--- config.mk ---
export PLATFORM = sky130hd
export DESIGN_NAME = nmi_timer
export DESIGN_NICKNAME = d
export VERILOG_FILES = /design/src/rtl/nmi_timer.sv
export SDC_FILE = /design/constraint.sdc
export NUM_CORES = 1
export LEC_CHECK = 0
export CORE_ASPECT_RATIO = 1.5
export CORE_MARGIN = 2
export CORE_UTILIZATION = 59
export DETAILED_ROUTE_END_ITERATION = 7
export PLACE_DENSITY = 0.86
export REMOVE_ABC_BUFFERS = 1
export SLEW_MARGIN = 20
export SYNTH_ARGS = -nofsm -noshare
export SYNTH_HDL_FRONTEND = slang
export SYNTH_SLANG_ARGS = --single-unit
--- constraint.sdc ---
create_clock -name clk_i -period 3.8 [get_ports clk_i]
set_input_delay 0.57 -clock clk_i [delete_from_list [all_inputs] [get_ports clk_i]]
set_output_delay 0.57 -clock clk_i [all_outputs]
set_load 0.005 [all_outputs]
--- src/rtl/nmi_timer.sv ---
// Memory-mapped prescaled timer: compare match (one-shot or auto-reload), overflow flag,
// level interrupt, behind a one-cycle-latency valid/ready responder.
module nmi_timer (
    input  logic        clk_i,
    input  logic        rst_i,
    input  logic        mem_valid_i,
    input  logic [31:0] mem_addr_i,
    input  logic [31:0] mem_wdata_i,
    input  logic [3:0]  mem_wstrb_i,
    output logic [31:0] mem_rdata_o,
    output logic        mem_ready_o,
    output logic        irq_o
);
    typedef enum logic {IDLE = 1'b0, ACK = 1'b1} state_t;

    state_t      state_q, state_d;
    logic        ready_q, ready_d;
    logic [31:0] rdata_q, rdata_d;
    logic [2:0]  ctrl_q, ctrl_d;
    logic [15:0] psc_q, psc_d;
    logic [15:0] pc_q, pc_d;
    logic [31:0] cmp_q, cmp_d;
    logic [31:0] cnt_q, cnt_d;
    logic [1:0]  stat_q, stat_d;

    logic        accept, wr_en, tick, cnt_wr;
    logic [2:0]  sel;
    logic [1:0]  hw_set, w1c;
    logic [31:0] rd_mux, cmp_m, cnt_m;
    logic        unused_addr;

    function automatic logic [31:0] merge_bytes(input logic [31:0] old_v,
                                                input logic [31:0] new_v,
                                                input logic [3:0]  strb);
        logic [31:0] res;
        for (int b = 0; b < 4; b++) begin
            res[8*b +: 8] = strb[b] ? new_v[8*b +: 8] : old_v[8*b +: 8];
        end
        return res;
    endfunction

    assign unused_addr = ^{mem_addr_i[31:5], mem_addr_i[1:0]};

    always_comb begin
        accept = (state_q == IDLE) && mem_valid_i;
        wr_en  = accept && (mem_wstrb_i != 4'b0000);
        sel    = mem_addr_i[4:2];
        tick   = ctrl_q[0] && (pc_q == psc_q);
        cnt_wr = wr_en && (sel == 3'd3);
        cmp_m  = merge_bytes(cmp_q, mem_wdata_i, mem_wstrb_i);
        cnt_m  = merge_bytes(cnt_q, mem_wdata_i, mem_wstrb_i);

        case (sel)
            3'd0:    rd_mux = {29'd0, ctrl_q};
            3'd1:    rd_mux = {16'd0, psc_q};
            3'd2:    rd_mux = cmp_q;
            3'd3:    rd_mux = cnt_q;
            3'd4:    rd_mux = {30'd0, stat_q};
            default: rd_mux = 32'd0;
        endcase

        state_d = accept ? ACK : IDLE;
        ready_d = accept;
        rdata_d = accept ? rd_mux : 32'd0;

        ctrl_d = ctrl_q;
        psc_d  = psc_q;
        cmp_d  = cmp_q;
        cnt_d  = cnt_q;
        hw_set = 2'b00;
        pc_d   = (ctrl_q[0] && !tick) ? pc_q + 16'd1 : 16'd0;

        // A bus write to CNT discards a coincident tick entirely.
        if (tick && !cnt_wr) begin
            if (cnt_q == cmp_q) begin
                hw_set[0] = 1'b1;
                if (ctrl_q[2]) cnt_d = 32'd0;
                else           ctrl_d[0] = 1'b0;
            end else begin
                cnt_d     = cnt_q + 32'd1;
                hw_set[1] = (cnt_q == 32'hFFFF_FFFF);
            end
        end

        w1c    = (wr_en && (sel == 3'd4)) ? mem_wdata_i[1:0] : 2'b00;
        stat_d = (stat_q & ~w1c) | hw_set;

        // Bus writes are applied last so they override the one-shot EN clear.
        if (wr_en) begin
            case (sel)
                3'd0: begin
                    if (mem_wstrb_i[0]) ctrl_d = mem_wdata_i[2:0];
                    pc_d = 16'd0;
                end
                3'd1: begin
                    psc_d = {mem_wstrb_i[1] ? mem_wdata_i[15:8] : psc_q[15:8],
                             mem_wstrb_i[0] ? mem_wdata_i[7:0]  : psc_q[7:0]};
                    pc_d  = 16'd0;
                end
                3'd2:    cmp_d = cmp_m;
                3'd3:    cnt_d = cnt_m;
                default: ;
            endcase
        end
    end

    always_ff @(posedge clk_i) begin
        if (rst_i) begin
            state_q <= IDLE;
            ready_q <= 1'b0;
            rdata_q <= 32'd0;
            ctrl_q  <= 3'd0;
            psc_q   <= 16'd0;
            pc_q    <= 16'd0;
            cmp_q   <= 32'd0;
            cnt_q   <= 32'd0;
            stat_q  <= 2'd0;
        end else begin
            state_q <= state_d;
            ready_q <= ready_d;
            rdata_q <= rdata_d;
            ctrl_q  <= ctrl_d;
            psc_q   <= psc_d;
            pc_q    <= pc_d;
            cmp_q   <= cmp_d;
            cnt_q   <= cnt_d;
            stat_q  <= stat_d;
        end
    end

    assign mem_ready_o = ready_q;
    assign mem_rdata_o = rdata_q;
    assign irq_o       = ctrl_q[1] & stat_q[0];
endmodule

==> results of run 1 <==
## cell families after synthesis
logic type                 share of synthesized area [%]
AOI/OAI and AO/OA                                  15.81
xor gates and xnor gates                           7.781
adders and majority gates                         0.3585
buffers and inverters                              5.468
DFF                                                38.44
muxes                                              8.677
and+or+nand+nor                                    23.47
## cells in the mapped netlist, types with 4 or more instances
| master | instances | area share (%) |
|---|---|---|
| and2_1 | 8 | 0.72 |
| dfxtp_1 | 134 | 38 |
| nor4_2 | 4 | 0.72 |
| o21ai_0 | 32 | 2.3 |
| a211oi_1 | 13 | 1.4 |
| nand4_1 | 28 | 2.5 |
| and3_1 | 4 | 0.36 |
| a221oi_1 | 9 | 1.1 |
| mux2i_1 | 38 | 5.4 |
| xnor2_1 | 38 | 4.8 |
| o221ai_1 | 6 | 0.75 |
| a21oi_1 | 53 | 3.8 |
| a31oi_1 | 7 | 0.63 |
| clkbuf_1 | 39 | 2.1 |
| buf_2 | 11 | 0.79 |
| inv_1 | 9 | 0.48 |
| nand3_1 | 47 | 3.4 |
| nor3_1 | 13 | 0.93 |
| or3_1 | 8 | 0.72 |
| nor2b_1 | 6 | 0.54 |
| mux2_2 | 20 | 3.2 |
| nand2_1 | 67 | 3.6 |
| xor2_1 | 24 | 3.0 |
| clkbuf_8 | 4 | 0.79 |
| a22oi_1 | 31 | 3.3 |
| nor4_1 | 12 | 1.1 |
| nand2b_1 | 4 | 0.36 |
| nor2_1 | 98 | 5.3 |
## metrics by stage
| step | total power, mW | hold slack, ns | area [µm²] | utilization [%] | cells |
|---|---|---|---|---|---|
| 2_1_floorplan | 1.694 | 0.4264 | 6631 | - | 761 |
| 3_3_place_gp | 1.879 | 0.4514 | 7709 | 66.85 | 1004 |
| 3_5_place_dp | 1.888 | 0.4511 | 7709 | 66.85 | 1004 |
| 4_1_cts | 3.664 | 0.4599 | 8351 | 72.42 | 1034 |
| 5_1_grt | 3.758 | 0.5030 | 8351 | 72.42 | 1034 |
| 6_report | 3.679 | 0.4644 | 8351 | 72.42 | 1034 |
## per-layer routing
| layer | global-route usage, % | vias up | part of all wire (%) |
|---|---|---|---|
| met5 | 0 | - | 0 |
| met1 | 38.89 | 3178 | 35 |
| met3 | 6.455 | 126 | 7.7 |
| met4 | 27.04 | 0 | 7.4 |
| met2 | 60.95 | 408 | 50 |
| li1 | - | 3076 | - |
## worst min-delay path, delay by kind of cell (launching register included)
| kind | cells | cell delay (ns) |
|---|---|---|
| simple gates | 1 | 0.05 |
| compound gates | 1 | 0.05 |
| flops | 1 | 0.31 |
## final timing paths
path / from / end / slack [ns] / depth (start not counted)
setup / recovery: psc_q[9] / cnt_q[1] / 0.46 / 7
hold / removal: stat_q[1] / stat_q[1] / 0.46 / 2
setup reg to reg: psc_q[9] / cnt_q[1] / 0.46 / 7
hold reg to reg: stat_q[1] / stat_q[1] / 0.46 / 2
## state kept, by name (all words and copies together) (netlist names)
| register | flops |
|---|---|
| psc_q | 16 |
| state_q | 1 |
| pc_q | 16 |
| cnt_q | 32 |
| mem_rdata_o | 32 |
| stat_q | 2 |
| cmp_q | 32 |
| ctrl_q | 3 |
## layout make-up
type / count / area (µm²) / area share, %
multi-input combinational: 618 / 3924 / 46.99
clock inverter: 12 / 202.7 / 2.427
clock buffer: 18 / 439.2 / 5.259
tap: 150 / 187.7 / 2.248
sequential: 134 / 2683 / 32.12
inverter: 9 / 33.78 / 0.4046
timing repair buffer: 93 / 880.8 / 10.55
## power by group through the flow
stage               Clock (mW)  Sequential [mW]  Combinational (mW)
floorplan                    0             1.50               0.194
global placement             0             1.51               0.367
detailed placement           0             1.51               0.373
CTS                       1.80             1.48               0.379
global route              1.86             1.49               0.412
finish                    1.80             1.49               0.391
==> flow_metrics.py, run 1 <==
metrics = {
    "drt": {
        "vias": 6788,
        "route.detailed.drc": 0,
        "wl_per_cell_um": 21.59,
        "antenna_left": 0,
        "drt_pass1_iterations": 6,
        "viasPerCell": 6.565,
        "drt-initial-drc-count": 616,
        "routed_wl_um": 22320,
    },
    "floorplan": {
        "dieArea_um2": 12730,
        "rows": 48,
        "coreArea_um2": 11530,
        "start_util_pct": 60.53,
        "die_h_um": 137.2,
        "io_pins": 105,
        "die_x_um": 92.81,
    },
    "synthesis": {
        "synth_warnings": 0,
        "synth_area_um2": 6979,
        "synth_top_flop_cell": "dfxtp_1",
        "async_flop_share_pct": 0,
        "ys_seq_area_share_pct": 38.44,
        "ys_types": 64,
        "ys_ff_latch": 134,
        "synth_edf_count": 0,
        "syn_avg_cell_area_um2": 8.439,
        "synth_cells": 827,
    },
    "power_and_ir_drop": {
        "share_comb_of_total_power_pct": 10.6,
        "vdd_drop_max_mv": 0.3083,
        "p_leak_nw": 2.892,
        "p_sw_mw": 0.9206,
        "p_seq_share_pct": 40.4,
        "switching_share_pct": 25.03,
        "clkPwrFrac_pct": 49.0,
        "internal_power_mw": 2.758,
        "p_per_area_nw_per_um2": 440.5,
    },
    "clock_tree": {
        "root_buffer": "clkbuf_16",
        "insertion_delay_ns": 0.42,
        "numCtsBuffers": 17,
        "cts_num_sinks": 134,
        "cts.clk_slew.worst_paths_ns": 0.06,
        "post-cts-setup-buffers": 0,
        "clock_path_buffers": 2,
        "cts_max_level": 4,
        "cts_resized": 0,
        "cts-hold-fix-buffers": 0,
        "cts_tree": "yes",
    },
    "setup_path": {
        "slowest_delay_ns": 0.60,
        "crit_family": "simple AND/OR/NAND/NOR gates",
        "cp_max_fo": 13,
        "critPathSlowestCell": "nand2_1",
        "crit_chain": "xor2_1 > nor4_1 > nand4_1 > nor3_4 > nand2_1 > a221oi_1 > a211oi_1",
        "cp.arrival_ns": 3.62,
        "start_kind": "flop",
        "path_buf_inv": 0,
        "end_kind": "flop",
        "cp.required_ns": 4.08,
        "worst-setup-path-type": "reg2reg",
    },
    "sta": {
        "max_freq_ghz": 0.2995,
        "post-route-period-util_pct": 87.86,
        "period_minus_slack_ns": 3.339,
        "worst-slew-pin-transition_ns": 0.9856,
        "setup_tns_ns": 0,
        "fin_skew_ns": 0.007439,
        "hold_viol": 0,
        "setup_viol": 0,
        "layout_setup_ws_ns": 0.4612,
        "finalMaxSlewViolations": 0,
        "rsz0062_at_grt": "false",
        "slew_headroom_pct": 33.94,
    },
    "finish": {
        "drive_above_1_share_pct": 9.615,
        "fillers": 894,
        "layout_common_cells": "134 x dfxtp_1, 97 x nor2_1, 74 x clkdlybuf4s50_1",
        "n_antenna_cell": 0,
        "synthToLayoutAreaGrowth_pct": 19.65,
        "layout.nets": 946,
        "final_common_cell": "dfxtp_1",
    },
    "placement": {
        "gp_congestion": 0.9627,
        "dpl_worst_slack_ns": 0.4023,
        "dp_hpwl_um": 15400,
        "port_buffers": 75,
    },
    "global_routing": {
        "grt_max_degree": 40,
        "grt_pass1_vias": 6693,
        "grt_antenna_before_repair": 0,
        "track_usage_pct": 35.62,
        "grt_pass1_wl_um": 34800,
        "gr-total-overflow": 0,
    },
    "outcome": {
        "status": "finished, final reports clean",
    },
    "min_path": {
        "hold_class": "reg2reg",
    },
    "flow_run": {
        "cap_violations": 0,
    },
}
(Power assumes the default switching activity.)
==> run 2: changes to the inputs <==
--- a/config.mk
+++ b/config.mk
@@ -6,7 +6,7 @@
 export NUM_CORES = 1
 export LEC_CHECK = 0
 export CORE_ASPECT_RATIO = 1.5
-export CORE_MARGIN = 2
+export CORE_MARGIN = 1.5
 export CORE_UTILIZATION = 59
 export DETAILED_ROUTE_END_ITERATION = 7
 export PLACE_DENSITY = 0.86
==> run 2 against run 1 <==
Combinational power is 1% lower. Cell area decreased by 0.73%. Final cell count grew 0.19%. Critical path type unchanged. Critical endpoint is now cnt_q[10].
==> flow_metrics.py, run 2 (synthesized netlist as in run 1, its figures left out) <==
metrics = {
    "floorplan": {
        "dieArea_um2": 12500,
        "io_pins": 105,
        "rows": 48,
        "start_util_pct": 60.53,
        "die_x_um": 91.81,
        "die_h_um": 136.2,
        "coreArea_um2": 11530,
    },
    "drt": {
        "wl_per_cell_um": 21.36,
        "vias": 6824,
        "met2_length_um": 10980,
        "top_layer_used": "met4",
        "dr_wl_met3_um": 1753,
        "viasPerCell": 6.587,
        "wl_met1_um": 7856,
        "routed_wl_um": 22130,
        "drt-initial-drc-count": 601,
        "route.detailed.drc": 0,
        "antenna_left": 0,
        "drt_pass1_iterations": 7,
    },
    "placement": {
        "dp_cells": 1005,
        "dp_hpwl_um": 15440,
        "gp_congestion": 0.9843,
        "port_buffers": 75,
        "dpl_worst_slack_ns": 0.5668,
    },
    "setup_path": {
        "worst-setup-path-type": "reg2reg",
        "cp_max_fo": 9,
        "end_kind": "flop",
        "start_kind": "flop",
        "cp.required_ns": 4.09,
        "cp.arrival_ns": 3.51,
    },
    "sta": {
        "setup_tns_ns": 0,
        "slew_headroom_pct": 36.20,
        "worst-slew-pin-transition_ns": 0.9518,
        "layout_setup_ws_ns": 0.5833,
        "rsz0062_at_grt": "false",
        "period_minus_slack_ns": 3.217,
        "max_freq_ghz": 0.3109,
        "holdWs_ns": 0.4877,
        "post-route-period-util_pct": 84.65,
        "fin_skew_ns": 0.008110,
        "setup_viol": 0,
        "finalMaxSlewViolations": 0,
        "hold_viol": 0,
    },
    "finish": {
        "synthToLayoutAreaGrowth_pct": 18.77,
        "layout.nets": 947,
        "layout_common_cells": "134 x dfxtp_1, 97 x nor2_1, 74 x clkdlybuf4s50_1",
        "stdcell_count": 1036,
        "seq_area_um2": 2683,
        "drive_above_1_share_pct": 9.819,
        "final_common_cell": "dfxtp_1",
        "fillers": 888,
        "n_antenna_cell": 0,
        "multiInputGateArea_um2": 3924,
    },
    "min_path": {
        "hold_class": "reg2reg",
    },
    "outcome": {
        "status": "finished, final reports clean",
    },
    "global_routing": {
        "grt_pass1_wl_um": 34650,
        "grt_pass1_vias": 6579,
        "grt_max_degree": 40,
        "grt_antenna_before_repair": 0,
        "gr-total-overflow": 0,
        "track_usage_pct": 35.97,
    },
    "clock_tree": {
        "cts_resized": 0,
        "numCtsBuffers": 17,
        "cts.clk_slew.worst_paths_ns": 0.06,
        "cts_num_sinks": 134,
        "post-cts-setup-buffers": 0,
        "clock_path_buffers": 2,
        "cts_max_level": 4,
        "root_buffer": "clkbuf_16",
        "insertion_delay_ns": 0.42,
        "cts_tree": "yes",
        "cts-hold-fix-buffers": 0,
    },
    "flow_run": {
        "cap_violations": 0,
    },
    "power_and_ir_drop": {
        "p_leak_nw": 2.873,
        "vdd_drop_max_mv": 0.3458,
        "totalPowerFinal_mw": 3.472,
        "p_per_area_nw_per_um2": 418.9,
    },
}
==> run 2: stage by stage <==
stage / instance area [µm²] / utilization [%]
2_1_floorplan: 6631 / -
3_3_place_gp: 7716 / 66.92
3_5_place_dp: 7716 / 66.92
4_1_cts: 8289 / 71.89
5_1_grt: 8289 / 71.89
6_report: 8289 / 71.89
==> run 2: area by class of cell <==
type	count	share of cell area, %
inverter	9	0.4075
timing repair buffer	94	10.72
clock buffer	18	5.298
tap	150	2.264
sequential	134	32.36
clock inverter	13	1.615
multi-input combinational	618	47.34
==> run 2: metal layers <==
layer / track usage [%] / vias up
li1: - / 3067
met1: 39.45 / 3208
met2: 61.90 / 426
met3: 7.662 / 123
met4: 24.70 / 0
met5: 0 / -
==> run 2: path summary, 6_finish.rpt <==
path | startpoint | end | slack, ns | cells after the start
worst max-delay path | psc_q[9] | cnt_q[10] | 0.58 | 8
worst min-delay path | cmp_q[9] | cmp_q[9] | 0.49 | 2
worst min register to register | cmp_q[9] | cmp_q[9] | 0.49 | 2
worst max register to register | psc_q[9] | cnt_q[10] | 0.58 | 8
==> run 2: report_power, final <==
part           switching [mW]  internal [mW]
Combinational           0.235          0.151
Clock                   0.625          0.974
Sequential             0.0559           1.43
Total                   0.915           2.56
==> run 2: critical path, stage by stage (launching register included) <==
cell,delay (ns)
dfxtp_1,0.35
xor2_1,0.17
nor4_1,0.62
nand4_1,0.47
nor3_4,0.51
nand2_1,0.39
buf_4,0.29
nor3b_1,0.19
a211oi_1,0.09
==> run 3: changes to the inputs <==
--- a/config.mk
+++ b/config.mk
@@ -7,9 +7,9 @@
 export LEC_CHECK = 0
 export CORE_ASPECT_RATIO = 1.5
 export CORE_MARGIN = 1.5
-export CORE_UTILIZATION = 59
+export CORE_UTILIZATION = 49
 export DETAILED_ROUTE_END_ITERATION = 7
-export PLACE_DENSITY = 0.86
+export PLACE_DENSITY = 0.76
 export REMOVE_ABC_BUFFERS = 1
 export SLEW_MARGIN = 20
 export SYNTH_ARGS = -nofsm -noshare
==> constraint.sdc (replaced) <==
create_clock -name clk_i -period 2.7 [get_ports clk_i]
set_input_delay 0.405 -clock clk_i [delete_from_list [all_inputs] [get_ports clk_i]]
set_output_delay 0.405 -clock clk_i [all_outputs]
set_load 0.005 [all_outputs]
==> run 3 against run 2 <==
Via count rose by 0.16%. Clock skew about the same. Sequential cell count stayed put.
==> flow_metrics.py, run 3 (synthesized netlist as in run 1, its figures left out) <==
metrics = {
    "sta": {
        "setup_viol": 0,
        "hold_viol": 0,
        "slew_headroom_pct": 59.93,
        "post-route-period-util_pct": 93.25,
        "period_minus_slack_ns": 2.518,
        "setup_tns_ns": 0,
        "worst-slew-pin-transition_ns": 0.5983,
        "finalMaxSlewViolations": 0,
        "max_freq_ghz": 0.3972,
        "fin_skew_ns": 0.007989,
        "rsz0062_at_grt": "false",
    },
    "drt": {
        "antenna_left": 0,
        "vias": 6835,
        "viasPerCell": 6.033,
        "drt-initial-drc-count": 674,
        "route.detailed.drc": 0,
        "drt_pass1_iterations": 6,
        "routed_wl_um": 21530,
        "wl_per_cell_um": 19.00,
    },
    "global_routing": {
        "grt_max_degree": 40,
        "grt_pass1_vias": 6523,
        "grt_antenna_before_repair": 0,
        "track_usage_pct": 29.81,
        "grt_pass1_wl_um": 34210,
        "gr-total-overflow": 0,
    },
    "setup_path": {
        "worstRegToRegCells": 8,
        "cp_max_fo": 9,
        "slowest_delay_ns": 0.42,
        "critPathSlowestCell": "nor4_2",
        "crit_family": "simple AND/OR/NAND/NOR gates",
        "path_buf_inv": 1,
        "end_kind": "flop",
        "cp.arrival_ns": 2.84,
        "r2r_slack_ns": 0.18,
        "worst-setup-path-type": "reg2reg",
        "r2r-end": "cnt_q[12]",
        "crit_chain": "xnor2_1 > nand4_1 > nor4_2 > and2_1 > buf_4 > a31oi_1 > nand2_1 > o2bb2ai_1",
        "timing.rr.start": "cmp_q[17]",
        "cp.required_ns": 3.03,
        "start_kind": "flop",
    },
    "power_and_ir_drop": {
        "internal_power_mw": 3.762,
        "p_leak_nw": 3.172,
        "p_seq_share_pct": 40.2,
        "switching_share_pct": 26.22,
        "p_per_area_nw_per_um2": 579.6,
        "clkPwrFrac_pct": 46.8,
        "p_sw_mw": 1.337,
        "vdd_drop_max_mv": 0.3440,
        "share_comb_of_total_power_pct": 13.0,
    },
    "clock_tree": {
        "cts_max_level": 4,
        "insertion_delay_ns": 0.43,
        "post-cts-setup-buffers": 0,
        "numCtsBuffers": 17,
        "cts.clk_slew.worst_paths_ns": 0.06,
        "cts_resized": 0,
        "cts_num_sinks": 134,
        "root_buffer": "clkbuf_16",
        "cts-hold-fix-buffers": 0,
        "clock_path_buffers": 2,
        "cts_tree": "yes",
    },
    "floorplan": {
        "start_util_pct": 49.88,
        "die_x_um": 100.4,
        "io_pins": 105,
        "die_h_um": 149.2,
        "coreArea_um2": 13990,
        "rows": 53,
        "dieArea_um2": 14980,
    },
    "placement": {
        "place_area_um2": 8199,
        "port_buffers": 75,
        "gp_congestion": 0.9935,
        "dp_hpwl_um": 15620,
    },
    "finish": {
        "layout_common_cells": "134 x dfxtp_1, 97 x nor2_1, 74 x clkdlybuf4s50_1",
        "seq_area_um2": 2683,
        "multiInputGateArea_um2": 3924,
        "synthToLayoutAreaGrowth_pct": 26.05,
        "n_antenna_cell": 0,
        "final_common_cell": "dfxtp_1",
        "fillers": 1193,
        "drive_above_1_share_pct": 15.09,
        "stdcell_area_um2": 8797,
        "layout.nets": 1001,
    },
    "outcome": {
        "status": "finished, final reports clean",
    },
    "min_path": {
        "hold_depth": 2,
        "hold_path_end": "cmp_q[1]",
        "min-delay-start": "rst_i",
        "hold_class": "in2reg",
    },
    "flow_run": {
        "cap_violations": 0,
    },
}
run 3: changes by cell type in the layout (fill, tap and decap cells not counted):
| cell | before | now |
|---|---|---|
| buf_4 | 19 | 71 |
| clkinvlp_4 | 3 | 1 |
| buf_12 | 0 | 2 |
| clkinv_2 | 5 | 7 |
| bufinv_16 | 2 | 3 |
run 3: cell type report:
type	instances	share of cell area, %
tap	192	2.731
clock inverter	14	1.806
multi-input combinational	618	44.60
timing repair buffer	148	14.99
sequential	134	30.49
clock buffer	18	4.992
inverter	9	0.3840
run 3: power groups by stage:
stage	Sequential [mW]	Clock [mW]	Combinational [mW]
finish	2.05	2.39	0.661
global route	2.06	2.49	0.702
CTS	2.05	2.40	0.650
detailed placement	2.09	0	0.643
global placement	2.09	0	0.635
floorplan	2.11	0	0.273
run 3: worst max-delay path by stage:
stage	from	end	slack, ns	cells past startpoint
floorplan	mem_addr_i[4]	cnt_q[21]	-0.55	6
global placement	mem_wstrb_i[1]	cnt_q[10]	0.04	9
detailed placement	mem_wstrb_i[1]	cnt_q[9]	0.003	9
CTS	cmp_q[17]	cnt_q[12]	0.22	8
global route	pc_q[11]	cnt_q[9]	0.01	8
finish	cmp_q[17]	cnt_q[12]	0.18	8
run 3: layer usage:
metal	global-route usage, %	up-vias	part of all wire (%)	wire [µm]
met5	0	-	0	0
met4	21.34	0	6.8	1468
met3	5.483	109	6.4	1375
met2	50.82	333	50	10810
met1	32.95	3196	37	7874
li1	-	3197	-	-
run 3: through the flow:
step / setup slack (ns) / cells / power (mW) / utilization [%] / hold WS, ns
floorplan: -0.5539 / 761 / 2.384 / - / 0.4264
global placement: 0.03832 / 1101 / 2.727 / 58.60 / 0.4493
detailed placement: 0.002649 / 1101 / 2.737 / 58.60 / 0.4549
CTS: 0.2174 / 1133 / 5.097 / 62.87 / 0.4320
global route: 0.01076 / 1133 / 5.244 / 62.87 / 0.4539
finish: 0.1823 / 1133 / 5.099 / 62.87 / 0.4478
run 3: worst register-to-register path, stage by stage (launching register included):
cell and delay (ns):
dfxtp_1 0.33, xnor2_1 0.29, nand4_1 0.24, nor4_2 0.42, and2_1 0.42, buf_4 0.21, a31oi_1 0.23, nand2_1 0.19
o2bb2ai_1 0.08
